===== config.mk =====
export PLATFORM = sky130hd
export DESIGN_NAME = truth_table_sweep_ctrl_flat
export DESIGN_NICKNAME = d
export VERILOG_FILES = /design/src/rtl/truth_table_sweep_ctrl_pkg.sv /design/src/rtl/truth_table_sweep_ctrl_if.sv /design/src/rtl/truth_table_sweep_ctrl_sweep_down_counter.sv /design/src/rtl/truth_table_sweep_ctrl.sv /design/src/flat_wrapper.sv
export SDC_FILE = /design/constraint.sdc
export NUM_CORES = 1
export LEC_CHECK = 0
export ABC_AREA = 1
export CORE_MARGIN = 2
export CORE_UTILIZATION = 57
export DETAILED_ROUTE_END_ITERATION = 16
export GPL_TIMING_DRIVEN = 0
export PLACE_DENSITY = 0.84
export SLEW_MARGIN = 5
export SYNTH_ARGS = -nofsm -noshare
export SYNTH_HDL_FRONTEND = slang
export SYNTH_HIERARCHICAL = 1
export SYNTH_SLANG_ARGS = --single-unit

===== constraint.sdc =====
create_clock -name clk -period 4.8 [get_ports clk]
set_input_delay 0.48 -clock clk [delete_from_list [all_inputs] [get_ports clk]]
set_output_delay 0.48 -clock clk [all_outputs]
set_load 0.03 [all_outputs]

===== src/rtl/truth_table_sweep_ctrl_pkg.sv =====
`default_nettype none
// ============================================================================
// Module   : truth_table_pkg
// Brief    : Shared types, widths and bit-position helper for the truth-table
//            sweep controller and truth-table generators.
// Revision : 1.0 - initial release
// ============================================================================
package truth_table_pkg;

  localparam int TT_W  = 8;
  localparam int IDX_W = 3;

  typedef enum logic [2:0] {
    ST_IDLE   = 3'd0,
    ST_DRIVE  = 3'd1,
    ST_SETTLE = 3'd2,
    ST_SAMPLE = 3'd3,
    ST_DONE   = 3'd4
  } sweep_state_t;

  // Row index {in1,in2,in3} maps to table bit 7-idx (row 000 is the MSB).
  function automatic logic [IDX_W-1:0] tt_pos(input logic [IDX_W-1:0] idx);
    return IDX_W'(TT_W - 1) - idx;
  endfunction

endpackage
`default_nettype wire


===== src/rtl/truth_table_sweep_ctrl_if.sv =====
`default_nettype none
// ============================================================================
// Module   : truth_table_sweep_ctrl_if
// Brief    : Config/status and gate-side signals of the sweep controller.
//            slave = controller, master = config logic plus gate.
// Revision : 1.0 - initial release
// ============================================================================
interface truth_table_sweep_ctrl_if;
  import truth_table_pkg::*;

  logic            start;
  logic            abort;
  logic [TT_W-1:0] expected_tt;
  logic            dut_in1;
  logic            dut_in2;
  logic            dut_in3;
  logic            dut_out;
  logic            busy;
  logic            done;
  logic            result_valid;
  logic            pass;
  logic [TT_W-1:0] captured_tt;
  logic [TT_W-1:0] mismatch_mask;
  logic [TT_W-1:0] unstable_mask;

  modport slave (
    input  start, abort, expected_tt, dut_out,
    output dut_in1, dut_in2, dut_in3, busy, done, result_valid, pass,
           captured_tt, mismatch_mask, unstable_mask
  );

  modport master (
    output start, abort, expected_tt, dut_out,
    input  dut_in1, dut_in2, dut_in3, busy, done, result_valid, pass,
           captured_tt, mismatch_mask, unstable_mask
  );

endinterface
`default_nettype wire


===== src/rtl/truth_table_sweep_ctrl_sweep_down_counter.sv =====
`default_nettype none
// ============================================================================
// Module   : sweep_down_counter
// Brief    : Loadable down-counter with zero flag; times both the settle and
//            the sample window of each row.
// Revision : 1.0 - initial release
// ============================================================================
module sweep_down_counter #(
  parameter int CNT_W = 8
) (
  input  wire logic             clk,
  input  wire logic             rst,
  input  wire logic             load_i,
  input  wire logic [CNT_W-1:0] load_val_i,
  input  wire logic             dec_i,
  output logic      [CNT_W-1:0] count_o,
  output logic                  zero_o
);

  logic [CNT_W-1:0] cnt_q;

  // Load has priority over decrement; the count saturates at zero.
  always_ff @(posedge clk) begin
    if (rst) begin
      cnt_q <= '0;
    end else if (load_i) begin
      cnt_q <= load_val_i;
    end else if (dec_i && (cnt_q != '0)) begin
      cnt_q <= cnt_q - 1'b1;
    end
  end

  assign count_o = cnt_q;
  assign zero_o  = (cnt_q == '0);

endmodule
`default_nettype wire


===== src/rtl/truth_table_sweep_ctrl.sv =====
`default_nettype none
// ============================================================================
// Module   : truth_table_sweep_ctrl
// Brief    : Steps a 3-input gate through rows 000..111, samples its output
//            after a settle window, rebuilds the truth table and compares it
//            with a snapshot of the expected table.
// Revision : 1.0 - initial release
// ============================================================================
module truth_table_sweep_ctrl
  import truth_table_pkg::*;
#(
  parameter int SETTLE_CYCLES = 4,
  parameter int SAMPLES       = 2,
  parameter int CNT_W         = 8
) (
  input wire logic                 clk,
  input wire logic                 rst,
  truth_table_sweep_ctrl_if.slave  bus
);

  localparam logic [2:0] S_IDLE   = 3'(ST_IDLE);
  localparam logic [2:0] S_DRIVE  = 3'(ST_DRIVE);
  localparam logic [2:0] S_SETTLE = 3'(ST_SETTLE);
  localparam logic [2:0] S_SAMPLE = 3'(ST_SAMPLE);
  localparam logic [2:0] S_DONE   = 3'(ST_DONE);
  localparam logic [IDX_W-1:0] LAST_IDX = IDX_W'(TT_W - 1);

  logic [2:0]       state_q, state_d;
  logic [IDX_W-1:0] idx_q, idx_d;
  logic [IDX_W-1:0] dut_in_q;
  logic [TT_W-1:0]  exp_q, cap_q, mm_q, un_q;
  logic             first_q, row_unst_q;
  logic             rv_q, pass_q;

  logic             cnt_load, cnt_dec, cnt_zero;
  logic [CNT_W-1:0] cnt_val, cnt;
  logic             w_first, w_unst_now, w_row_mm;
  logic [IDX_W-1:0] w_pos;
  logic [TT_W-1:0]  w_mm_final;

  sweep_down_counter #(.CNT_W(CNT_W)) u_cnt (
    .clk        (clk),
    .rst        (rst),
    .load_i     (cnt_load),
    .load_val_i (cnt_val),
    .dec_i      (cnt_dec),
    .count_o    (cnt),
    .zero_o     (cnt_zero)
  );

  // Next-state, row index and window-counter control; abort overrides any busy state.
  always_comb begin
    state_d  = state_q;
    idx_d    = idx_q;
    cnt_load = 1'b0;
    cnt_val  = '0;
    cnt_dec  = 1'b0;
    case (state_q)
      S_IDLE: begin
        if (bus.start && !bus.abort) begin
          state_d = S_DRIVE;
          idx_d   = '0;
        end
      end
      S_DRIVE: begin
        cnt_load = 1'b1;
        cnt_val  = CNT_W'(SETTLE_CYCLES - 1);
        state_d  = S_SETTLE;
      end
      S_SETTLE: begin
        if (cnt_zero) begin
          cnt_load = 1'b1;
          cnt_val  = CNT_W'(SAMPLES - 1);
          state_d  = S_SAMPLE;
        end else begin
          cnt_dec = 1'b1;
        end
      end
      S_SAMPLE: begin
        if (cnt_zero) begin
          if (idx_q == LAST_IDX) begin
            state_d = S_DONE;
          end else begin
            idx_d   = idx_q + 1'b1;
            state_d = S_DRIVE;
          end
        end else begin
          cnt_dec = 1'b1;
        end
      end
      S_DONE:  state_d = S_IDLE;
      default: state_d = S_IDLE;
    endcase
    if ((state_q != S_IDLE) && bus.abort) begin
      state_d = S_IDLE;
      idx_d   = idx_q;
    end
  end

  // Per-sample evaluation: first sample is the reference, later ones flag instability.
  always_comb begin
    w_pos      = tt_pos(idx_q);
    w_first    = (cnt == CNT_W'(SAMPLES - 1));
    w_unst_now = w_first ? 1'b0 : (row_unst_q | (bus.dut_out != first_q));
    w_row_mm   = (bus.dut_out != exp_q[w_pos]) | w_unst_now;
    w_mm_final = mm_q;
    w_mm_final[w_pos] = w_row_mm;
  end

  // State, gate drive and result registers.
  always_ff @(posedge clk) begin
    if (rst) begin
      state_q    <= S_IDLE;
      idx_q      <= '0;
      dut_in_q   <= '0;
      exp_q      <= '0;
      cap_q      <= '0;
      mm_q       <= '0;
      un_q       <= '0;
      first_q    <= 1'b0;
      row_unst_q <= 1'b0;
      rv_q       <= 1'b0;
      pass_q     <= 1'b0;
    end else begin
      state_q <= state_d;
      idx_q   <= idx_d;
      if (state_d == S_IDLE) begin
        dut_in_q <= '0;
      end else if (state_d == S_DRIVE) begin
        dut_in_q <= idx_d;
      end
      if (state_q == S_IDLE) begin
        if (state_d == S_DRIVE) begin
          exp_q  <= bus.expected_tt;
          cap_q  <= '0;
          mm_q   <= '0;
          un_q   <= '0;
          rv_q   <= 1'b0;
          pass_q <= 1'b0;
        end
      end else if (bus.abort) begin
        rv_q   <= 1'b0;
        pass_q <= 1'b0;
      end else if (state_q == S_SAMPLE) begin
        if (w_first) begin
          first_q <= bus.dut_out;
        end
        row_unst_q <= w_unst_now;
        if (cnt_zero) begin
          cap_q[w_pos] <= bus.dut_out;
          un_q[w_pos]  <= w_unst_now;
          mm_q[w_pos]  <= w_row_mm;
          if (idx_q == LAST_IDX) begin
            rv_q   <= 1'b1;
            pass_q <= ~|w_mm_final;
          end
        end
      end
    end
  end

  assign bus.dut_in1       = dut_in_q[2];
  assign bus.dut_in2       = dut_in_q[1];
  assign bus.dut_in3       = dut_in_q[0];
  assign bus.busy          = (state_q != S_IDLE);
  assign bus.done          = (state_q == S_DONE) && !bus.abort;
  assign bus.result_valid  = rv_q;
  assign bus.pass          = pass_q;
  assign bus.captured_tt   = cap_q;
  assign bus.mismatch_mask = mm_q;
  assign bus.unstable_mask = un_q;

endmodule
`default_nettype wire

===== src/flat_wrapper.sv =====
// flat-port wrapper written by rule: the top's interface ports become plain ports
module truth_table_sweep_ctrl_flat import truth_table_pkg::*;
#(
  parameter int SETTLE_CYCLES = 4,
  parameter int SAMPLES       = 2,
  parameter int CNT_W         = 8
)
  (clk, rst, bus_start, bus_abort, bus_expected_tt, bus_dut_out, bus_dut_in1, bus_dut_in2, bus_dut_in3, bus_busy, bus_done, bus_result_valid, bus_pass, bus_captured_tt, bus_mismatch_mask, bus_unstable_mask);
  truth_table_sweep_ctrl_if bus_i ();
  input wire logic clk;
  input wire logic rst;
  input wire logic [$bits(bus_i.start)-1:0] bus_start;
  input wire logic [$bits(bus_i.abort)-1:0] bus_abort;
  input wire logic [$bits(bus_i.expected_tt)-1:0] bus_expected_tt;
  input wire logic [$bits(bus_i.dut_out)-1:0] bus_dut_out;
  output wire logic [$bits(bus_i.dut_in1)-1:0] bus_dut_in1;
  output wire logic [$bits(bus_i.dut_in2)-1:0] bus_dut_in2;
  output wire logic [$bits(bus_i.dut_in3)-1:0] bus_dut_in3;
  output wire logic [$bits(bus_i.busy)-1:0] bus_busy;
  output wire logic [$bits(bus_i.done)-1:0] bus_done;
  output wire logic [$bits(bus_i.result_valid)-1:0] bus_result_valid;
  output wire logic [$bits(bus_i.pass)-1:0] bus_pass;
  output wire logic [$bits(bus_i.captured_tt)-1:0] bus_captured_tt;
  output wire logic [$bits(bus_i.mismatch_mask)-1:0] bus_mismatch_mask;
  output wire logic [$bits(bus_i.unstable_mask)-1:0] bus_unstable_mask;
  assign bus_i.start = bus_start;
  assign bus_i.abort = bus_abort;
  assign bus_i.expected_tt = bus_expected_tt;
  assign bus_i.dut_out = bus_dut_out;
  assign bus_dut_in1 = bus_i.dut_in1;
  assign bus_dut_in2 = bus_i.dut_in2;
  assign bus_dut_in3 = bus_i.dut_in3;
  assign bus_busy = bus_i.busy;
  assign bus_done = bus_i.done;
  assign bus_result_valid = bus_i.result_valid;
  assign bus_pass = bus_i.pass;
  assign bus_captured_tt = bus_i.captured_tt;
  assign bus_mismatch_mask = bus_i.mismatch_mask;
  assign bus_unstable_mask = bus_i.unstable_mask;
  truth_table_sweep_ctrl #(.SETTLE_CYCLES(SETTLE_CYCLES), .SAMPLES(SAMPLES), .CNT_W(CNT_W)) u_core (.clk(clk), .rst(rst), .bus(bus_i));
endmodule

# Word level (Yosys, flattened, before mapping)
# Index checks and enable logic that the tools add are counted.
[totals]
register_bits = 53
input_bits = 13
output_inout_bits = 31
elab_cells = 109
[classes]
addsub = 3
n_lt_le_gt_ge = 2
eq_ne = 11
mux = 51
n_bitwise = 4
reduce_logical = 26
[op_table]
columns = ["operator", "count"]
rows = [
  ["8-bit 2-to-1 mux", 15],
  ["3-bit 2-to-1 mux", 9],
  ["8-bit bitwise mux", 3],
  ["1-bit 2-to-1 mux", 18],
  ["8-bit case mux with 2 select lines", 1],
  ["3-bit case mux with 4 select lines", 1],
  ["4-bit AND reduction", 3],
  ["3-bit nonzero test", 4],
  ["8-bit by 1-bit equality test with 1-bit output (second input constant)", 1],
  ["8-bit logical NOT", 1],
  ["8-bit nonzero test", 1],
  ["8-bit OR reduction", 1],
  ["8-bit by 1-bit subtractor with 8-bit output (second input constant)", 1],
  ["3-bit by 1-bit equality test with 1-bit output (second input constant)", 2],
  ["3-bit by 2-bit equality test with 1-bit output (second input constant)", 2],
  ["3-bit equality test (second input constant)", 2],
  ["3-bit logical NOT", 2],
  ["3-bit case mux with 2 select lines", 1],
  ["2-bit nonzero test", 3],
  ["1-bit logical AND", 5],
  ["3-bit by 4-bit < comparator with 1-bit output (second input constant)", 1],
  ["2-bit by 1-bit != test with 1-bit output (second input constant)", 2],
  ["2-bit OR reduction", 2],
  ["3-bit by 1-bit adder with 3-bit output (second input constant)", 1],
  ["11 further kinds", 15],
]

# Depth between registers and ports, before layout
[logic_depth]
word_depth = 13
depth_mapped = 14
depth_no_buf = 14

# Hierarchy
# Netlist, hierarchy kept.
[modules_own_cells]
columns = ["module", "n_inst", "cells_each", "area_per_inst_um2", "seq_area_each_um2"]
rows = [
  ["truth_table_sweep_ctrl", 1, 323, 2177.1, 900.9],
  ["sweep_down_counter", 1, 104, 600.6, 160.2],
]

# Worst setup path after synthesis
# Ideal clock, no wire load.
[synth_timing]
kind = "reg-to-reg"
startpoint = "reg u_core.u_cnt.cnt_q[0] (netlist: u_core/u_cnt/count_o[0])"
endpoint = "reg u_core.dut_in_q[0]"
setup_time_ps = 114
t_arrival_ps = 1825
required_time_ps = 4686
path_slack_ps = 2861
stages_incl_launch_ff = 11
path_buffers = 0
synth_period_minus_slack_ps = 1939
cell_sequence = "dfxtp_1 -> inv_1 -> ha_1 -> nand2_1 -> nor2_1 -> nor2_1 -> or3_1 -> nand2_1 -> nand3_1 -> a21oi_1 -> nor2_1"
[synth_between]
elab_chain_cells = 6
word_cells_on_any_way = 11
cone_classes = "eq/ne: 1; mux: 7; reduce/logical: 3"
[synth_lines]
columns = ["item", "line_no", "text"]
rows = [
  ["from (decl)", "truth_table_sweep_ctrl_sweep_down_counter.sv:20", "logic [CNT_W-1:0] cnt_q;"],
  ["from (signal assigned)", "truth_table_sweep_ctrl_sweep_down_counter.sv:27", "cnt_q <= load_val_i;"],
  ["from (signal assigned)", "truth_table_sweep_ctrl_sweep_down_counter.sv:29", "cnt_q <= cnt_q - 1'b1;"],
  ["8-bit logical NOT *", "truth_table_sweep_ctrl_sweep_down_counter.sv:34", "assign zero_o = (cnt_q == '0);"],
  ["net u_core.cnt_zero", "truth_table_sweep_ctrl.sv:35", "logic cnt_load, cnt_dec, cnt_zero;"],
  ["3-bit 2-to-1 mux (on tied branches)", "truth_table_sweep_ctrl.sv:80, truth_table_sweep_ctrl.sv:71", ""],
  ["3-bit case mux with 4 select lines", "truth_table_sweep_ctrl.sv:58", "case (state_q)"],
  ["3-bit 2-to-1 mux", "truth_table_sweep_ctrl.sv:94", "if ((state_q != S_IDLE) && bus.abort) begin"],
  ["3-bit logical NOT", "truth_table_sweep_ctrl.sv:127", "if (state_d == S_IDLE) begin"],
  ["2-bit OR reduction (no source line)", "-", ""],
  ["to (signal assigned)", "truth_table_sweep_ctrl.sv:130", "dut_in_q <= idx_d;"],
  ["to (decl)", "truth_table_sweep_ctrl.sv:30", "logic [IDX_W-1:0] dut_in_q;"],
]
# The timed path passes the listed nets; every way through them passes the cells marked *.
# A chain may end at the register's enable or synchronous reset.

# Final worst setup path
[layout_timing]
startpoint = "reg u_core.u_cnt.cnt_q[0] (netlist: u_core/u_cnt/count_o[0])"
endpoint = "reg u_core.u_cnt.cnt_q[1] (netlist: u_core/u_cnt/count_o[1])"
[layout_between]
word_cells_on_any_way = 11
cone_classes = "add/sub: 1; mux: 6; reduce/logical: 4"
[layout_lines]
columns = ["item", "line_no", "text"]
rows = [
  ["8-bit logical NOT *", "truth_table_sweep_ctrl_sweep_down_counter.sv:34", ""],
  ["net u_core.cnt_zero", "truth_table_sweep_ctrl.sv:35", ""],
  ["1-bit 2-to-1 mux *", "truth_table_sweep_ctrl.sv:71", "if (cnt_zero) begin"],
  ["1-bit case mux with 2 select lines *", "truth_table_sweep_ctrl.sv:58", ""],
  ["net u_core.cnt_load", "truth_table_sweep_ctrl.sv:35", ""],
  ["8-bit 2-to-1 mux / 2-bit nonzero test (equally long branches)", "-", ""],
]
# The timed path passes the listed nets; every way through them passes the cells marked *. The select of a mux whose other input is x is not followed.

==> out/results.env <==
YOSYS_WARNINGS=6
SYNTH_SEQ_CELLS=53
CTSHTREEMAXLEVEL=2
TIMING.CRITICAL_PATH.TO_TYPE='register'
HOLD_VIOL=0
DESIGN.PORTCOUNT=44
DRT-TOTAL-WL_UM=6485
AREA_OVERHEAD_VS_SYNTH_PCT=22.30
FINAL.PERIOD_UTILIZATION_PCT=50.29
CLKSINKCOUNT=53
POWER.STATIC_LEAKAGE_uW=0.001379
VIAS_PER_CELL=5.111
WORSTSETUPPATHTYPE='register to register'
PORTION_OF_THE_POST_SYNTHESIS_AREA_USED_BY_SEQUENTIAL_ELEMENTS_PCT=38.20
FLOORPLAN.DIE_AREA_UM2=5447
VIAS_IN_THE_FIRST_GLOBAL_ROUTE=2471
GRT_MAX_DEGREE=17
YS_ASYNC_SR_FRACTION_PCT=0
FINALSETUPTNS_NS=0
MULTIINPUTGATEAREA_UM2=1511
TIMING.FINAL.MAX_SLEW_VIOLATIONS=0
POST-CTS-SETUP-BUFFER-COUNT=0
PLACED_CELL_AREA_UM2=3311
CLOCK_TREE_FROM_TRITONCTS='built'
SYNTH_COMMONEST_CELLS='sky130_fd_sc_hd__nand2_1 (124), sky130_fd_sc_hd__nor2_1 (54), sky130_fd_sc_hd__dfxtp_1 (53)'
RUN_STATUS='completed'
CLK_ROOT_BUFFER_CELL='sky130_fd_sc_hd__clkbuf_8'
CRIT_PATH_MAX_INCR_DELAY_NS=0.37
CTS_HOLD_BUF=0
TIMING.CRITICAL_PATH.FANOUT_MAX=10
WORST_PIN_SLEW_NS=0.5939
WORSTHOLDPATHCELLS=2
WORST_SLACK_NS=2.386
WORST_SLEW_MARGIN_REL_PCT=60.41
FINAL.MIN_CLOCK_PERIOD_NS=2.414
CORE.ROWCOUNT=25
DESIGN_POWER_TOTAL_uW=1553
RSZ0062_AT_GRT='false'
MEAN_AREA_PER_SYNTHESIZED_CELL_UM2=6.505
CTS-RESIZED-GATES=0
DRC_ERRORS=0
GR-TOTAL-OVERFLOW=0
CLK_PATH_BUF_DEPTH=2
FIRST_PASS_GRT_WIRE_LENGTH_UM=10920
FINALINSTANCEAREA_UM2=3397
CRITICAL_PATH.CELL_CHAIN='inv_1 -> ha_1 -> nand2_1 -> nor2_1 -> nand2_1 -> nand2_1 -> clkbuf_1 -> inv_2 -> nand2_4 -> clkinv_2 -> nor2_1 -> nor2_1'
CTS_INSERTED_BUFFERS=5
SETUP-VIOLATIONS-FINAL=0
ANTENNA-DIODE-COUNT=0
FINISH.UTILIZATION_PCT=71.92
HP-CLASS='register to register'
VIAS=2811
FINAL_ANTENNA_NET_COUNT=0
FLOORPLAN.DIE.HEIGHT_UM=73.81
GP_ROUTABILITY_CONGESTION=0.8812
DRT_ITER0_MARKERS=275
MAX-CAP-VIOLATIONS=0
POST-PLACE-WS_NS=2.420
FIRST_PASS_ITERS=5
CRITICAL-PATH-SLOWEST-CELL='sky130_fd_sc_hd__clkbuf_1'
PLACE.PORT_BUFFERS=43
POSTSYNTHCELLCOUNT=427
DP_HPWL_UM=4880
SYNTH_MOST_COMMON_CELL='sky130_fd_sc_hd__nand2_1'
NNETSFINAL=498
SYNTH.TOP_CELL.AREA_SHARE_PCT=38.20
DESIGN.CORE.AREA_UM2=4723
POWER-PER-CELL-AREA_nW_PER_UM2=457.1
SYNTH_ENABLE_FLOP_CELLS=0
WORST_SETUP_HOLD_PATH_CLK_SLEW_NS=0.09
CRITPATHLAUNCHTYPE='register'
MAX_FREQ_GHz=0.4143
FLOORPLAN.DIE.WIDTH_UM=73.81
WORST_SKEW_PAIR.LATE_LATENCY_NS=0.30
YOSYS.CELL_TYPES.COUNT=35
DRT-WIRELENGTH-PER-CELL_UM=11.79
FILLERS=410
GROUTE.USAGE.OVERALL_PCT=25.32
CRITPATHREQUIREDTIME_NS=5.01
GRT_ANTENNA_BEFORE_REPAIR=0
YS.FLOP_TYPE='sky130_fd_sc_hd__dfxtp_1'
FINAL.SETUP_SKEW_NS=0.006373
R2R.WORST_PATH.CELLS=12
CP_DATA_ARRIVAL_TIME_NS=2.62
LARGEST_VDD_SUPPLY_DROP_uV=240.2
START_UTIL_PCT=58.81
YS_TOP_CELLS_BY_AREA='sky130_fd_sc_hd__dfxtp_1 (38%), sky130_fd_sc_hd__nand2_1 (17%), sky130_fd_sc_hd__a21oi_1 (7.4%), sky130_fd_sc_hd__nor2_1 (7.3%), sky130_fd_sc_hd__nand3_1 (5.2%)'
DRIVE_GT1_SHARE_PCT=10.56
FF_LATCH_AREA_UM2=1061
NETLIST.TOP_CELL.BY_AREA='sky130_fd_sc_hd__dfxtp_1'
SYN_AREA_UM2=2778
-- cells in the final DEF, fill, tap and decap left out, types with 2 or more instances in the layout --
master / synthesis / final
sky130_fd_sc_hd__nand2_1: 124 / 124
sky130_fd_sc_hd__nor2_1: 54 / 54
sky130_fd_sc_hd__dfxtp_1: 53 / 53
sky130_fd_sc_hd__clkdlybuf4s50_1: 0 / 43
sky130_fd_sc_hd__a21oi_1: 41 / 41
sky130_fd_sc_hd__inv_1: 32 / 32
sky130_fd_sc_hd__nand3_1: 29 / 29
sky130_fd_sc_hd__o21ai_0: 18 / 18
sky130_fd_sc_hd__inv_2: 15 / 15
sky130_fd_sc_hd__o21ai_1: 10 / 10
sky130_fd_sc_hd__nand2_2: 8 / 8
sky130_fd_sc_hd__clkbuf_1: 6 / 6
sky130_fd_sc_hd__conb_1: 1 / 6
sky130_fd_sc_hd__clkbuf_8: 0 / 5
sky130_fd_sc_hd__nor2_2: 4 / 4
sky130_fd_sc_hd__or2_2: 4 / 4
sky130_fd_sc_hd__clkinv_2: 1 / 3
sky130_fd_sc_hd__nor2_4: 3 / 3
sky130_fd_sc_hd__nand4_1: 3 / 3
sky130_fd_sc_hd__ha_1: 3 / 3
sky130_fd_sc_hd__nand2_4: 2 / 2
-- state kept, by name, indices dropped and copies added (netlist names) --
| name | flops |
|---|---|
| u_core/bus.captured_tt | 8 |
| u_core/bus.unstable_mask | 8 |
| u_core/bus.mismatch_mask | 8 |
| u_core/row_unst_q | 1 |
| u_core/u_cnt/count_o | 8 |
| u_core/bus.pass | 1 |
| u_core/bus.result_valid | 1 |
| u_core/first_q | 1 |
| u_core/dut_in_q | 3 |
| u_core/state_q | 3 |
| u_core/exp_q | 8 |
| u_core/idx_q | 3 |
-- layout make-up --
| class | instances | share of cell area (%) |
|---|---|---|
| Clock buffer | 5 | 2.026 |
| Timing Repair Buffer | 43 | 12.67 |
| Clock inverter | 3 | 0.5157 |
| Sequential cell | 53 | 31.23 |
| Tap cell | 67 | 2.468 |
| Buffer | 9 | 1.252 |
| Inverter | 48 | 5.341 |
| Multi-Input combinational cell | 322 | 44.49 |
-- through the flow --
| stage | instances | hold WS (ns) |
|---|---|---|
| after floorplan | 432 | 0.4286 |
| after global placement | 542 | 0.4389 |
| after detailed placement | 542 | 0.4463 |
| after CTS | 550 | 0.4611 |
| after global routing | 550 | 0.4912 |
| final | 550 | 0.4572 |
-- critical path, delay by kind of cell (launching register included) --
family	cells	cell delay [ns]
adders and majority gates	1	0.18
and+or+nand+nor	7	0.97
buffers and inverters	4	0.83
DFF	1	0.33
-- cell families (layout without fill, tap and decap cells) --
logic type,Yosys count,in the layout,share of synthesized area [%]
compound gates,75,75,14.37
flops,53,53,38.20
other cells,1,6,0.1350
buf+inv,57,108,8.063
fa+ha+maj,3,3,1.351
xor+xnor,1,1,0.3154
simple gates,237,237,37.57
-- power by group --
group          leakage (uW)  internal [uW]  switching, uW
Sequential         0.000429            484           37.6
Combinational      0.000906            249            534
Clock             0.0000439            101            147
-- path summary, 6_finish.rpt --
| path | start | end | slack (ns) |
|---|---|---|---|
| setup reg to reg | u_core/u_cnt/count_o[0]$_SDFFE_PP0P_ | u_core/u_cnt/count_o[1]$_SDFFE_PP0P_ | 2.39 |
| hold / removal | u_core/exp_q[7]$_SDFFE_PP0P_ | u_core/exp_q[7]$_SDFFE_PP0P_ | 0.46 |
| setup / recovery | u_core/u_cnt/count_o[0]$_SDFFE_PP0P_ | u_core/u_cnt/count_o[1]$_SDFFE_PP0P_ | 2.39 |
| hold reg to reg | u_core/exp_q[7]$_SDFFE_PP0P_ | u_core/exp_q[7]$_SDFFE_PP0P_ | 0.46 |
-- routing by layer --
| layer | GRT usage [%] | part of all wire [%] | vias up |
|---|---|---|---|
| met3 | 3.292 | 5.8 | 6 |
| met4 | 5.455 | 0.71 | 0 |
| met2 | 42.76 | 47 | 92 |
| met1 | 34.49 | 46 | 1251 |
| li1 | - | - | 1462 |
| met5 | 0 | 0 | - |
(Power assumes the default switching activity.)
